## src/rtl/vga_pkg.sv

```systemverilog
// Shared VGA scan constants (640x480@60 defaults) and the control word that
// travels alongside each pixel fetch through the read-latency delay line.
package vga_pkg;
   localparam int H_TOTAL      = 800;
   localparam int V_TOTAL      = 525;
   localparam int H_SYNC_START = 656;
   localparam int H_SYNC_END   = 751;
   localparam int V_SYNC_START = 490;
   localparam int V_SYNC_END   = 491;
   localparam int CNT_W        = 10;

   typedef struct packed {
      logic hs_n;
      logic vs_n;
      logic in_img;
      logic fstart;
      logic border;
   } scan_ctl_t;
endpackage

```

## src/rtl/vga_timing_counter.sv

```systemverilog
// Free-running h/v raster counters with raw sync, image-region and frame-start flags.
// Flags are combinational from the counter registers; the counter itself never stalls.
module vga_timing_counter import vga_pkg::*; #(
   parameter int H_TOT    = H_TOTAL,
   parameter int H_ACT    = 640,
   parameter int HS_START = H_SYNC_START,
   parameter int HS_END   = H_SYNC_END,
   parameter int V_TOT    = V_TOTAL,
   parameter int V_ACT    = 480,
   parameter int VS_START = V_SYNC_START,
   parameter int VS_END   = V_SYNC_END,
   parameter int X0       = 192,
   parameter int Y0       = 112,
   parameter int W        = 256,
   parameter int HGT      = 256
) (
   input  logic      clk,
   input  logic      rst,
   output scan_ctl_t ctl
);

   localparam logic [CNT_W-1:0] H_LAST = CNT_W'(H_TOT - 1);
   localparam logic [CNT_W-1:0] V_LAST = CNT_W'(V_TOT - 1);
   localparam logic [CNT_W-1:0] HSS    = CNT_W'(HS_START);
   localparam logic [CNT_W-1:0] HSE    = CNT_W'(HS_END);
   localparam logic [CNT_W-1:0] VSS    = CNT_W'(VS_START);
   localparam logic [CNT_W-1:0] VSE    = CNT_W'(VS_END);
   localparam logic [CNT_W-1:0] HACT   = CNT_W'(H_ACT);
   localparam logic [CNT_W-1:0] VACT   = CNT_W'(V_ACT);
   localparam logic [CNT_W-1:0] XL     = CNT_W'(X0);
   localparam logic [CNT_W-1:0] XR     = CNT_W'(X0 + W);
   localparam logic [CNT_W-1:0] YT     = CNT_W'(Y0);
   localparam logic [CNT_W-1:0] YB     = CNT_W'(Y0 + HGT);
`ifdef VGA_BORDER_EN
   localparam logic [CNT_W-1:0] XLM1   = CNT_W'(X0 - 1);
   localparam logic [CNT_W-1:0] YTM1   = CNT_W'(Y0 - 1);
`endif

   logic [CNT_W-1:0] h;
   logic [CNT_W-1:0] v;
   logic             visible;

   always_ff @(posedge clk) begin
      if (rst) begin
         h <= '0;
         v <= '0;
      end else if (h == H_LAST) begin
         h <= '0;
         v <= (v == V_LAST) ? '0 : v + CNT_W'(1);
      end else begin
         h <= h + CNT_W'(1);
      end
   end

   assign visible = (h < HACT) && (v < VACT);

   always_comb begin
      ctl.hs_n   = !((h >= HSS) && (h <= HSE));
      ctl.vs_n   = !((v >= VSS) && (v <= VSE));
      ctl.in_img = visible && (h >= XL) && (h < XR) && (v >= YT) && (v < YB);
      ctl.fstart = (h == '0) && (v == '0);
      ctl.border = 1'b0;
`ifdef VGA_BORDER_EN
      // One-pixel frame hugging the image, including its four corners.
      ctl.border = visible &&
         ((((h == XLM1) || (h == XR)) && (v >= YTM1) && (v <= YB)) ||
          (((v == YTM1) || (v == YB)) && (h >= XLM1) && (h <= XR)));
`endif
   end

endmodule

```

## src/rtl/vga_frame_scanner.sv

```systemverilog
// Scans an 8-bit gray image out to VGA pins; counter-to-pin latency RD_LAT+2, memory never stalls.
// Define VGA_BORDER_EN to draw a white 1-pixel ring around the image (no extra reads).
module vga_frame_scanner import vga_pkg::*; #(
   parameter int H_ACTIVE  = 640,
   parameter int H_FP      = 16,
   parameter int H_SYNC    = 96,
   parameter int H_BP      = 48,
   parameter int V_ACTIVE  = 480,
   parameter int V_FP      = 10,
   parameter int V_SYNC    = 2,
   parameter int V_BP      = 33,
   parameter int IMG_W     = 256,
   parameter int IMG_H     = 256,
   parameter int IMG_X0    = 192,
   parameter int IMG_Y0    = 112,
   parameter int IMG0_BASE = 0,
   parameter int IMG1_BASE = 65536,
   parameter int ADDR_W    = 17,
   parameter int RD_LAT    = 2
) (
   input  logic              clk,
   input  logic              rst,
   input  logic              en,
   input  logic              image_select,
   output logic              mem_rd,
   output logic [ADDR_W-1:0] mem_addr,
   input  logic [7:0]        mem_data,
   output logic              hsync,
   output logic              vsync,
   output logic [23:0]       rgb_out,
   output logic              frame_start
);

   localparam logic [ADDR_W-1:0] BASE0 = ADDR_W'(IMG0_BASE);
   localparam logic [ADDR_W-1:0] BASE1 = ADDR_W'(IMG1_BASE);
   localparam scan_ctl_t IDLE = '{hs_n: 1'b1, vs_n: 1'b1, in_img: 1'b0, fstart: 1'b0, border: 1'b0};

   scan_ctl_t               ctl0;
   scan_ctl_t [RD_LAT:0]    pipe;
   scan_ctl_t               tail;
   logic [ADDR_W-1:0]       ptr;
   logic [ADDR_W-1:0]       cur;

   vga_timing_counter #(
      .H_TOT    (H_ACTIVE + H_FP + H_SYNC + H_BP),
      .H_ACT    (H_ACTIVE),
      .HS_START (H_ACTIVE + H_FP),
      .HS_END   (H_ACTIVE + H_FP + H_SYNC - 1),
      .V_TOT    (V_ACTIVE + V_FP + V_SYNC + V_BP),
      .V_ACT    (V_ACTIVE),
      .VS_START (V_ACTIVE + V_FP),
      .VS_END   (V_ACTIVE + V_FP + V_SYNC - 1),
      .X0       (IMG_X0),
      .Y0       (IMG_Y0),
      .W        (IMG_W),
      .HGT      (IMG_H)
   ) u_timing (
      .clk (clk),
      .rst (rst),
      .ctl (ctl0)
   );

   // Image rows are stored back to back, so one running pointer covers the whole
   // frame; it is reloaded from image_select only at the raster origin.
   assign cur = ctl0.fstart ? (image_select ? BASE1 : BASE0) : ptr;

   always_ff @(posedge clk) begin
      if (rst) begin
         ptr      <= BASE0;
         mem_addr <= '0;
         mem_rd   <= 1'b0;
      end else begin
         mem_rd <= ctl0.in_img;
         if (ctl0.in_img) begin
            mem_addr <= cur;
            ptr      <= cur + ADDR_W'(1);
         end else begin
            ptr <= cur;
         end
      end
   end

   always_ff @(posedge clk) begin
      if (rst) pipe <= {(RD_LAT + 1){IDLE}};
      else     pipe <= {pipe[RD_LAT-1:0], ctl0};
   end

   assign tail = pipe[RD_LAT];

   always_ff @(posedge clk) begin
      if (rst) begin
         hsync       <= 1'b1;
         vsync       <= 1'b1;
         rgb_out     <= '0;
         frame_start <= 1'b0;
      end else begin
         hsync       <= tail.hs_n;
         vsync       <= tail.vs_n;
         frame_start <= tail.fstart;
         if (en && tail.in_img)      rgb_out <= {3{mem_data}};
         else if (en && tail.border) rgb_out <= 24'hFFFFFF;
         else                        rgb_out <= '0;
      end
   end

endmodule

```

## config.mk

```make
export PLATFORM = sky130hd
export DESIGN_NAME = vga_frame_scanner
export DESIGN_NICKNAME = d
export VERILOG_FILES = /design/src/rtl/vga_pkg.sv /design/src/rtl/vga_timing_counter.sv /design/src/rtl/vga_frame_scanner.sv
export SDC_FILE = /design/constraint.sdc
export NUM_CORES = 1
export LEC_CHECK = 0
export ABC_AREA = 1
export BUFFER_PORTS_ARGS = -buffer_cell sky130_fd_sc_hd__buf_2
export CAP_MARGIN = 0
export CORE_MARGIN = 2
export CORE_UTILIZATION = 44
export CTS_BUF_LIST = sky130_fd_sc_hd__clkbuf_8
export CTS_CLUSTER_SIZE = 28
export DETAILED_ROUTE_END_ITERATION = 6
export PLACE_DENSITY_LB_ADDON = 0.12
export SYNTH_ARGS = -nofsm -noshare
export SYNTH_HDL_FRONTEND = slang
export SYNTH_SLANG_ARGS = --single-unit
```

## constraint.sdc

```tcl
create_clock -name clk -period 2 [get_ports clk]
set_input_delay 0.2 -clock clk [delete_from_list [all_inputs] [get_ports clk]]
set_output_delay 0.2 -clock clk [all_outputs]
set_load 0.005 [all_outputs]
```

After elaboration in Yosys (flattened, before gate mapping)
Cells that the tools add are included.
W data, S select, Z words.
- flip-flop bits (word level): 96
- word-level logic and storage cells: 59
- add/sub/neg operators: 3
- magnitude comparators: 10
- eq/ne operators: 2
- muxes and demuxes: 6
- reductions and logical operators: 15
- operators with widths (operator ; count):
    $mux W17 ; 3
    $mux W24 ; 2
    $lt A10 B9 Y1 const B ; 3
    $add A10 B1 Y10 const B ; 2
    $eq A10 B10 Y1 const B ; 2
    $logic_not A10 Y1 ; 2
    $add A17 B1 Y17 const B ; 1
    $ge A10 B10 Y1 const B ; 1
    $ge A10 B7 Y1 const B ; 1
    $ge A10 B8 Y1 const B ; 1
    $ge A10 B9 Y1 const B ; 1
    $le A10 B10 Y1 const B ; 1
    $le A10 B9 Y1 const B ; 1
    $logic_and A1 B1 Y1 ; 10
    $lt A10 B10 Y1 const B ; 1
    $mux W10 ; 1
    $logic_not A1 Y1 ; 2
    $reduce_or A2 Y1 ; 1

Logic depth before layout (Yosys ltp)
Gate-level depths: netlist of run 1.
- word-level depth: 7
- mapped depth: 18

Modules after synthesis
From an unflattened synthesis of run 1, not the netlist that was laid out.
- cell total of the unflattened synthesis: 488
- area total of the unflattened synthesis: 3659.8 sq um
- by module, submodules not included (module ; times used ; cells an instance ; area an instance (sq um)):
    vga_frame_scanner ; 1 ; 302 ; 2409.8
    vga_timing_counter ; 1 ; 186 ; 1249.9

Least setup slack after synthesis of run 1
OpenSTA, ideal clock, no wires.
- kind: register to register
- from: register u_timing.v[0]
- to: register ptr[14]
- library setup time: 110 ps
- arrival time: 1991 ps
- required time: 1890 ps
- path slack: -100 ps
- cell stages (with the launch flop): 19
- path buffers: 2
- path through: dfxtp_1 > inv_1 > ha_1 > nand2_1 > nor2_1 > nand3_4 > buf_6 > buf_8 > nand2_1 > inv_1 > ha_1 > nand2_1 > nor2_2 > nand2_1 > inv_1 > nand3_1 > nand2_1 > inv_1 > nor2_1
- elaborated cells on any way between the ends: 13
- RTL lines (what ; RTL line ; source):
    from (decl) ; vga_timing_counter.sv:40 ; logic [CNT_W-1:0] v;
    from (signal assigned) ; vga_timing_counter.sv:49 ; v <= (v == V_LAST) ? '0 : v + CNT_W'(1);
    $logic_not A10 Y1 ; vga_timing_counter.sv:61 ; ctl.fstart = (h == '0) && (v == '0);
    $logic_and A1 B1 Y1 ; vga_timing_counter.sv:61 ;
    $mux W17 ; vga_frame_scanner.sv:65 ; assign cur = ctl0.fstart ? (image_select ? BASE1 : BASE0) : ptr;
    via cur[1] ; vga_frame_scanner.sv:42 ; logic [ADDR_W-1:0] cur;
    $add A17 B1 Y17 ; vga_frame_scanner.sv:76 ; ptr <= cur + ADDR_W'(1);
    $mux W17 ; vga_frame_scanner.sv:74 ; if (ctl0.in_img) begin
    to (signal assigned) ; vga_frame_scanner.sv:76 ;
    to (signal assigned) ; vga_frame_scanner.sv:78 ; ptr <= cur;
    to (decl) ; vga_frame_scanner.sv:41 ; logic [ADDR_W-1:0] ptr;
The timed path passes the listed nets, and every way through them passes these cells.
A chain may end at the register's enable or synchronous reset.

Final worst setup path of run 1
- from: register u_timing.h[4]
- to: register ptr[16]
- elaborated cells on any way between the ends: 13
- RTL lines (what ; RTL line ; source):
    from (decl) ; vga_timing_counter.sv:39 ; logic [CNT_W-1:0] h;
    from (signal assigned) ; vga_timing_counter.sv:51 ; h <= h + CNT_W'(1);
    $logic_not A10 Y1 ; vga_timing_counter.sv:61 ;
    $logic_and A1 B1 Y1 ; vga_timing_counter.sv:61 ;
    $mux W17 ; vga_frame_scanner.sv:65 ;
    via cur[0] ; vga_frame_scanner.sv:42 ;
    $add A17 B1 Y17 ; vga_frame_scanner.sv:76 ;
    $mux W17 ; vga_frame_scanner.sv:74 ;
The timed path passes the listed nets, and every way through them passes these cells.

==> results of run 1 <==
==> registers in the layout, summed over array words and instances (netlist names) <==
register and cells:
mem_addr 17, ptr 17, pipe 12, u_timing.h 10, u_timing.v 10, rgb_out 8
frame_start 1, hsync 1, vsync 1
==> layer usage <==
layer	part of all wire (%)	track usage, %	vias up
li1	-	-	1535
met1	51	22.7	1262
met2	44	26.8	57
met3	4.4	4.52	8
met4	1.4	6.47	0
met5	0	0	-
==> final cells by class <==
class | instances | share of cell area [%]
clock inverters | 6 | 2.09
multi-input cells | 283 | 37.6
inverters | 62 | 5.75
clock buffers | 10 | 3.33
flip-flops and latches | 77 | 37.4
repair buffers | 75 | 10.8
well taps | 102 | 3.08
==> Yosys cell counts (all sizes together) <==
cell type  number  area share (%)
nor2           75             9.3
nor4            3            0.55
a31oi           2            0.37
o21ai          26             3.8
a211oi          2            0.44
nand3          29             5.4
nor3           11             1.8
ha              5             1.8
o22ai           2            0.37
nor3b           3            0.66
nand2          77             9.3
buf            23             5.0
xor2            3            0.77
nand4           3            0.55
o211ai          1            0.22
o21a            3            0.66
dfxtp          77              45
or2             6             1.1
a21oi          30             4.8
inv            62             6.9
clkbuf          5            0.55
a2111oi         1            0.26
==> worst paths after layout <==
path	from	endpoint	slack (ns)	cells past startpoint
max	u_timing.h[4]$_SDFF_PP0_	ptr[16]$_SDFF_PP0_	0.13	13
min	mem_data[7]	rgb_out[15]$_SDFF_PP0_	0.06	3
max reg2reg	u_timing.h[4]$_SDFF_PP0_	ptr[16]$_SDFF_PP0_	0.13	13
min reg2reg	pipe[6]$_SDFF_PP0_	pipe[11]$_SDFF_PP0_	0.40	2
==> placed cells by master (no fill, tap or decap), types with 4 or more instances in the layout <==
cell	Yosys	layout
a21oi_1	29	29
buf_2	5	56
buf_4	16	16
clkbuf_8	0	10
dfxtp_1	77	73
dfxtp_2	0	4
inv_1	57	54
inv_2	5	6
nand2_1	67	63
nand2_2	10	10
nand2_4	0	4
nand3_1	23	23
nand3_2	5	6
nor2_1	63	57
nor2_2	11	8
nor2_4	1	10
nor3_1	10	10
o21ai_0	24	24
or2_2	6	6
==> power groups by stage <==
stage                     Sequential (W)  Clock, W  Combinational, W
final                            0.00155   0.00130          0.000169
after global routing             0.00155   0.00141          0.000187
after CTS                        0.00155   0.00135          0.000133
after detailed placement         0.00159         0          0.000132
after global placement           0.00159         0          0.000132
after floorplan                  0.00158         0          0.000104
==> repair_timing <==
action                                  in CTS  in global routing
buffers inserted                             0                  5
gates resized for setup                      0                 30
endpoints found under the setup margin       0                 12
==> worst max-delay path: cells and delay by family, from the launching register on <==
kind                       cells  cell delay, ns
and+or+nand+nor                9            1.00
DFF                            1            0.36
adders and majority gates      1            0.15
AOI/OAI and AO/OA              1            0.12
buffers and inverters          2            0.11
==> metrics by stage <==
stage | area [um2] | cells | TNS (ns)
floorplan | 3420 | 449 | 0
global placement | 3760 | 593 | 0
detailed placement | 3760 | 593 | 0
CTS | 3980 | 609 | 0
global route | 4140 | 615 | -0.0500
finish | 4140 | 615 | 0
==> logic make-up (layout without fill, tap and decap cells) <==
logic type               Yosys count  count (layout)  share of synthesized area (%)
adder cells (fa/ha/maj)            5               5                           1.84
buffers and inverters             90             153                           12.5
AND/OR/NAND/NOR                  207             208                           28.6
XOR/XNOR                           3               3                          0.774
flip-flops                        77              77                           45.4
AO/OA/AOI/OAI                     67              67                           10.9
==> flow_summary.toml, run 1 <==
[status]
status = "finished, final reports clean"

[pwr]
pwr-share-seq_pct = 51.4
fin_total_pwr_w = 0.00302
p_clk_share_pct = 43.1
swShare_pct = 22.2
p_per_area_mw_per_mm2 = 729
intPower_w = 0.00235
leakagePower_nw = 1.94
ir_worst_vdd_v = 0.000296
p_comb_share_pct = 5.6
power.switching_w = 0.000670

[sta]
rsz0062_at_grt = "true"
maxSlewHeadroom_pct = 74.6
holdWs_ns = 0.0608
fmax_mhz = 535
skew_ns = 0.00776
hold_viol = 0
finalSetupViolCount = 0
fin_ws_ns = 0.129
min_period_over_period_pct = 93.5
min_period_ns = 1.87
slew_violations = 0
worst_pin_slew_ns = 0.377

[clocking]
hold_buffers = 0
path_clk_slew_ns = 0.08
cts.sinks = 77
clockBufferDepth = 2
root_buffer = "clkbuf_8"
cts_made_buffers = 9
htree_levels = 3
worstSkewPairLatency_ns = 0.34
cts_tree = "yes"

[job]
drv_cap = 0

[critical_path]
worstPathArrival_ns = 2.11
cp-start-kind = "flip-flop"
worstSetupPathType = "reg -> reg"
required_ns = 2.24
path_cells = "nor2_2 > nand2_1 > nor2_4 > nand3_4 > nand2_4 > inv_4 > ha_4 > nand2_2 > nor2_4 > nand3_1 > inv_1 > a21oi_1 > nor2_1"
critical_path.most_common_cell = "nor2_4"
crit_slowest_cell = "dfxtp_1"
critPathMaxFanout = 5
max_stage_delay_ns = 0.36
end_kind = "flip-flop"

[logic_synthesis]
syn-cell-area_mm2 = 0.00339
synth_area_per_cell_um2 = 7.56
ys_seq_area_share_pct = 45.4
syn_nets = 466
synthDistinctLibCells = 34
ys_ff_latch = 77
yosysWarnings = 0
synth_cells = 449

[drt]
finalWirelength_um = 7100
first_pass_iters = 4
route.detailed.drc = 0
via_per_inst = 4.65
post_drt_wl_per_cell_um = 11.5
ant_nets = 0
drt-initial-drc-count = 91
vias = 2862

[cells_and_area]
multiInputGateArea_mm2 = 0.00156
regArea_mm2 = 0.00155
drive_gt1_share_pct = 29.6
nFillCells = 749
n_antenna_cell = 0
fin_util_pct = 54.4
nNetsFinal = 525
syn2layout_area_growth_pct = 21.9

[placement]
portBuffers = 56
place_congestion = 0.848
pre_cts_slack_ns = 0.0429
hpwl_um = 4970

[grt]
grt_pass1_wl_um = 11700
grt_use_total_pct = 17.1
grt-ovfl-total = 0
grt_max_degree = 30
antenna_found_initial = 0
grt_pass1_vias = 2606

[die]
core_mm2 = 0.00761
dieArea_mm2 = 0.00843
io_pins = 57
die_h_um = 91.8
rows = 32
start_util_pct = 44.6
die_w_um = 91.8

[worst_hold_path]
min_path_type = "in -> reg"
No activity file was read; power rests on OpenSTA's default activity.
==> inputs of run 2 (changes only) <==
- CORE_ASPECT_RATIO: unset -> 1.2
- CORE_MARGIN: 2 -> unset
==> run 2 against run 1 <==
  * Combinational power decreased by 20%
  * Worst setup slack better by 0.031 ns
  * Sequential power hardly changed
  * Sequential cell count stayed put
  * Die area shrank 4.3%
  * Cell count decreased by 3.6%
  * Register-to-register slack better by 0.03 ns
  * First-iteration DRC count up 9.9%
  * Critical path type unchanged
  * Largest power group unchanged
==> flow_summary.toml, run 2 (same netlist as run 1, synthesis figures left out) <==
[placement]
place_congestion = 0.795
dpl.cell_count = 577
portBuffers = 56
hpwl_um = 5020
place_area_mm2 = 0.00370

[critical_path]
critical_path.most_common_cell = "nand2_1"
worstPathArrival_ns = 2.10
path_cells = "inv_2 > ha_4 > nand2_1 > nor2_2 > nand3_4 > nand2_2 > inv_2 > ha_1 > nand2_1 > nor2_4 > nand2_2 > inv_1 > nand3_1 > nand2_1 > inv_1 > nor2_1"
reg2reg_from = "u_timing.v[0]$_SDFFE_PP0P_"
path_delay_family = "simple AND/OR/NAND/NOR gates"
critPathMaxFanout = 4
crit_slowest_cell = "dfxtp_2"
worstSetupPathType = "reg -> reg"
critical_path_buf_inv_count = 4
end_kind = "flip-flop"
cp-start-kind = "flip-flop"
max_stage_delay_ns = 0.34
startpoint = "u_timing.v[0]$_SDFFE_PP0P_"
required_ns = 2.26

[drt]
vias = 2874
post_drt_wl_per_cell_um = 11.7
drt-initial-drc-count = 100
ant_nets = 0
via_per_inst = 4.85
first_pass_iters = 4
finalWirelength_um = 6920
route.detailed.drc = 0

[clocking]
worstSkewPairLatency_ns = 0.36
hold_buffers = 0
cts_tree = "yes"
post-cts-setup-buffer-count = 0
root_buffer = "clkbuf_8"
htree_levels = 3
path_clk_slew_ns = 0.09
cts_made_buffers = 9
clockBufferDepth = 2
cts.sinks = 77

[sta]
min_period_over_period_pct = 92.0
rsz0062_at_grt = "true"
maxSlewHeadroom_pct = 74.4
fmax_mhz = 544
hold_viol = 0
worst_pin_slew_ns = 0.384
skew_ns = 0.00731
finalSetupViolCount = 0
slew_violations = 0
finalSetupTns_ns = 0
holdWs_ns = 0.0439
min_period_ns = 1.84

[status]
status = "finished, final reports clean"

[cells_and_area]
instances_no_fill = 593
n_antenna_cell = 0
design_area_mm2 = 0.00397
drive_gt1_share_pct = 27.8
reg_top3 = "mem_addr x17, ptr x17, pipe x12"
layout_common_cells = "dfxtp_1, nand2_1, nor2_1"
nFillCells = 726
syn2layout_area_growth_pct = 17.0
final_common_cell = "dfxtp_1"
nNetsFinal = 515

[grt]
grt_max_degree = 34
grt_pass1_vias = 2694
grt_use_total_pct = 18.9
grt-ovfl-total = 0
grt_pass1_wl_um = 11500
antenna_found_initial = 0

[die]
start_util_pct = 46.1
core_mm2 = 0.00736
io_pins = 57
die_w_um = 82.2
rows = 34
die_h_um = 98.2
dieArea_mm2 = 0.00807

[worst_hold_path]
worstHoldStart = "mem_data[3]"
min_path_type = "in -> reg"

[pwr]
leakagePower_nw = 1.86
ir_worst_vdd_v = 0.000367
p_per_area_mw_per_mm2 = 764

[job]
drv_cap = 0
## run 2: cell count changes in the layout (fill, tap and decap cells not counted), moves of 2 or more
| cell | change |
|---|---|
| buf_4 | -7 |
| inv_4 | -2 |
| inv_6 | +3 |
| nand2_2 | +4 |
| nand2_4 | -4 |
| nor2_2 | +5 |
| nor2_4 | -6 |
## run 2: routing by layer
metal	part of all wire [%]	routed length, um	vias to the layer above	global-route usage [%]
li1	-	-	1511	-
met1	44	3020	1296	20.6
met2	50	3440	56	33.1
met3	4.3	300	11	4.58
met4	2.2	150	0	9.18
met5	0	0	-	0
## run 2: cell type report
class / instances / area (um2) / area share (%)
clock inverters: 7 / 105 / 2.65
inverters: 62 / 234 / 5.89
well taps: 90 / 113 / 2.83
repair buffers: 66 / 363 / 9.13
flip-flops and latches: 77 / 1550 / 39.0
multi-input cells: 282 / 1490 / 37.4
clock buffers: 9 / 124 / 3.12
## run 2: power breakdown
part	internal, W	switching, W	total, W
combinational	0.0000507	0.0000857	0.000136
sequential	0.00154	0.00000580	0.00155
clock	0.000724	0.000623	0.00135
total	0.00232	0.000715	0.00303
## run 2: path summary, 6_finish.rpt
path / slack, ns / cells past startpoint / end
worst max-delay path: 0.16 / 16 / ptr[14]$_SDFF_PP0_
worst min-delay path: 0.04 / 3 / rgb_out[19]$_SDFF_PP0_
worst max register to register: 0.16 / 16 / ptr[14]$_SDFF_PP0_
worst min register to register: 0.41 / 2 / pipe[11]$_SDFF_PP0_
## run 2: worst min-delay path, stage by stage
cell and delay [ns]:
buf_2 0.09, inv_1 0.04, nor2_1 0.03
## run 2: repair_timing
item,4_1_cts,5_1_grt
endpoints found under the setup margin,0,14
gates resized for setup,0,15
hold endpoints to repair,0,0
## run 2: metrics by stage
stage	total power, W	setup WS (ns)	utilization [%]
6_report	0.00303	0.161	54.0
5_1_grt	0.00315	-0.0408	54.0
4_1_cts	0.00306	0.0323	53.4
3_5_place_dp	0.00172	0.0426	50.3
3_3_place_gp	0.00172	0.0560	50.3
2_1_floorplan	0.00169	0.00813	-
==> inputs of run 3 (changes only) <==
- ABC_CLOCK_PERIOD_IN_PS: unset -> 2000
- MAX_ROUTING_LAYER: unset -> met4
==> run 3 against run 2 <==
  * Clock skew increased by 0.0019 ns
  * Utilization unchanged
  * Global-route usage increased by 0.55 points
  * Final area unchanged
  * Combinational power about the same
  * Wire length increased by 0.23%
  * Sequential power about the same
  * Sequential share of layout area unchanged
  * Fmax increased by 0.13%
  * Cell count unchanged
  * First-iteration DRC count decreased by 4.0%
  * Largest power group unchanged
==> flow_summary.toml, run 3 (same netlist as run 1, synthesis figures left out) <==
[clocking]
htree_levels = 3
cts_tree = "yes"
cts_made_buffers = 9
worstSkewPairLatency_ns = 0.36
post-cts-setup-buffer-count = 0
clockBufferDepth = 2
cts.sinks = 77
root_buffer = "clkbuf_8"
path_clk_slew_ns = 0.09

[pwr]
fin_total_pwr_w = 0.00304
p_per_area_mw_per_mm2 = 764
ir_worst_vdd_v = 0.000367
leakagePower_nw = 1.86

[critical_path]
worstReg2RegEnd = "ptr[14]$_SDFF_PP0_"
required_ns = 2.26
max_stage_delay_ns = 0.34
worstSetupPathType = "reg -> reg"
critical_path.most_common_cell = "nand2_1"
r2r_slack_ns = 0.16
critPathMaxFanout = 4
crit_slowest_cell = "dfxtp_2"
worstPathArrival_ns = 2.10
cp-start-kind = "flip-flop"
end_kind = "flip-flop"
reg2reg_from = "u_timing.v[0]$_SDFFE_PP0P_"
critical_path_buf_inv_count = 4
ff2ff_path_depth = 16
path_delay_family = "simple AND/OR/NAND/NOR gates"
path_cells = "inv_2 > ha_4 > nand2_1 > nor2_2 > nand3_4 > nand2_2 > inv_2 > ha_1 > nand2_1 > nor2_4 > nand2_2 > inv_1 > nand3_1 > nand2_1 > inv_1 > nor2_1"

[grt]
grt_use_total_pct = 19.4
grt-ovfl-total = 0
grt_max_degree = 34
grt_pass1_wl_um = 11500
antenna_found_initial = 0
grt_pass1_vias = 2688

[worst_hold_path]
hold_depth = 3
min_to = "rgb_out[19]$_SDFF_PP0_"
worstHoldStart = "mem_data[3]"
min_path_type = "in -> reg"

[job]
drv_cap = 0

[cells_and_area]
instances_no_fill = 593
nNetsFinal = 515
final_common_cell = "dfxtp_1"
drive_gt1_share_pct = 27.8
n_antenna_cell = 0
layout_common_cells = "dfxtp_1, nand2_1, nor2_1"
fin_util_pct = 54.0
reg_top3 = "mem_addr x17, ptr x17, pipe x12"
syn2layout_area_growth_pct = 17.0

[placement]
portBuffers = 56
pre_cts_slack_ns = 0.0426
place_congestion = 0.806
hpwl_um = 5020
dpl.cell_count = 577

[drt]
first_pass_iters = 4
via_per_inst = 4.83
route.detailed.drc = 0
post_drt_wl_per_cell_um = 11.7
finalWirelength_um = 6930
vias = 2863
drt-initial-drc-count = 96
ant_nets = 0

[sta]
maxSlewHeadroom_pct = 74.4
skew_ns = 0.00925
min_period_ns = 1.84
fin_ws_ns = 0.163
fmax_mhz = 544
min_period_over_period_pct = 91.9
rsz0062_at_grt = "true"
slew_violations = 0
hold_viol = 0
worst_pin_slew_ns = 0.384
finalSetupViolCount = 0

[die]
dieArea_mm2 = 0.00807
start_util_pct = 46.1
die_h_um = 98.2
io_pins = 57
core_mm2 = 0.00736
rows = 34
die_w_um = 82.2

[status]
status = "finished, final reports clean"
-- run 3: tightest hold or removal path, cell delays in order --
cell	delay, ns
buf_2	0.09
inv_1	0.04
nor2_1	0.03
-- run 3: timing repair --
| item | in CTS | in global routing |
|---|---|---|
| hold buffers | 0 | 0 |
| setup endpoints to repair | 0 | 14 |
| resized for setup | 0 | 15 |
-- run 3: worst max path at each step --
stage	from	end	slack (ns)	cells after the start
after floorplan	u_timing.v[0]$_SDFFE_PP0P_	ptr[16]$_SDFF_PP0_	0.008	16
after global placement	u_timing.v[4]$_SDFFE_PP0P_	ptr[16]$_SDFF_PP0_	0.06	12
after detailed placement	u_timing.v[4]$_SDFFE_PP0P_	ptr[16]$_SDFF_PP0_	0.04	12
after CTS	u_timing.v[1]$_SDFFE_PP0P_	ptr[16]$_SDFF_PP0_	0.03	13
after global routing	u_timing.v[0]$_SDFFE_PP0P_	ptr[10]$_SDFF_PP0_	-0.04	15
final	u_timing.v[0]$_SDFFE_PP0P_	ptr[14]$_SDFF_PP0_	0.16	16
-- run 3: stage by stage --
stage | setup TNS, ns | instance area, um2 | hold WS (ns)
3_5_place_dp | 0 | 3700 | 0.395
5_1_grt | -0.0980 | 3970 | 0.0240
2_1_floorplan | 0 | 3420 | 0.312
3_3_place_gp | 0 | 3700 | 0.390
6_report | 0 | 3970 | 0.0410
4_1_cts | 0 | 3930 | 0.0255
-- run 3: routing by layer --
| metal | up-vias | part of all wire, % | GRT usage, % |
|---|---|---|---|
| met1 | 1288 | 44 | 20.6 |
| met5 | - | 0 | - |
| met4 | 0 | 2.2 | 9.18 |
| met3 | 11 | 4.2 | 4.58 |
| met2 | 54 | 50 | 33.0 |
| li1 | 1510 | - | - |
-- run 3: power breakdown --
group	switching, W	internal (W)	total (W)
combinational	0.0000858	0.0000507	0.000136
clock	0.000626	0.000724	0.00135
sequential	0.00000582	0.00154	0.00155
total	0.000718	0.00232	0.00304
-- run 3: layout make-up --
| type | instances | area [um2] |
|---|---|---|
| clock buffer | 9 | 124 |
| clock inverter | 7 | 105 |
| fill | 726 | 3390 |
| inverter | 62 | 234 |
| multi-input combinational | 282 | 1490 |
| sequential | 77 | 1550 |
| tap | 90 | 113 |
| timing repair buffer | 66 | 363 |
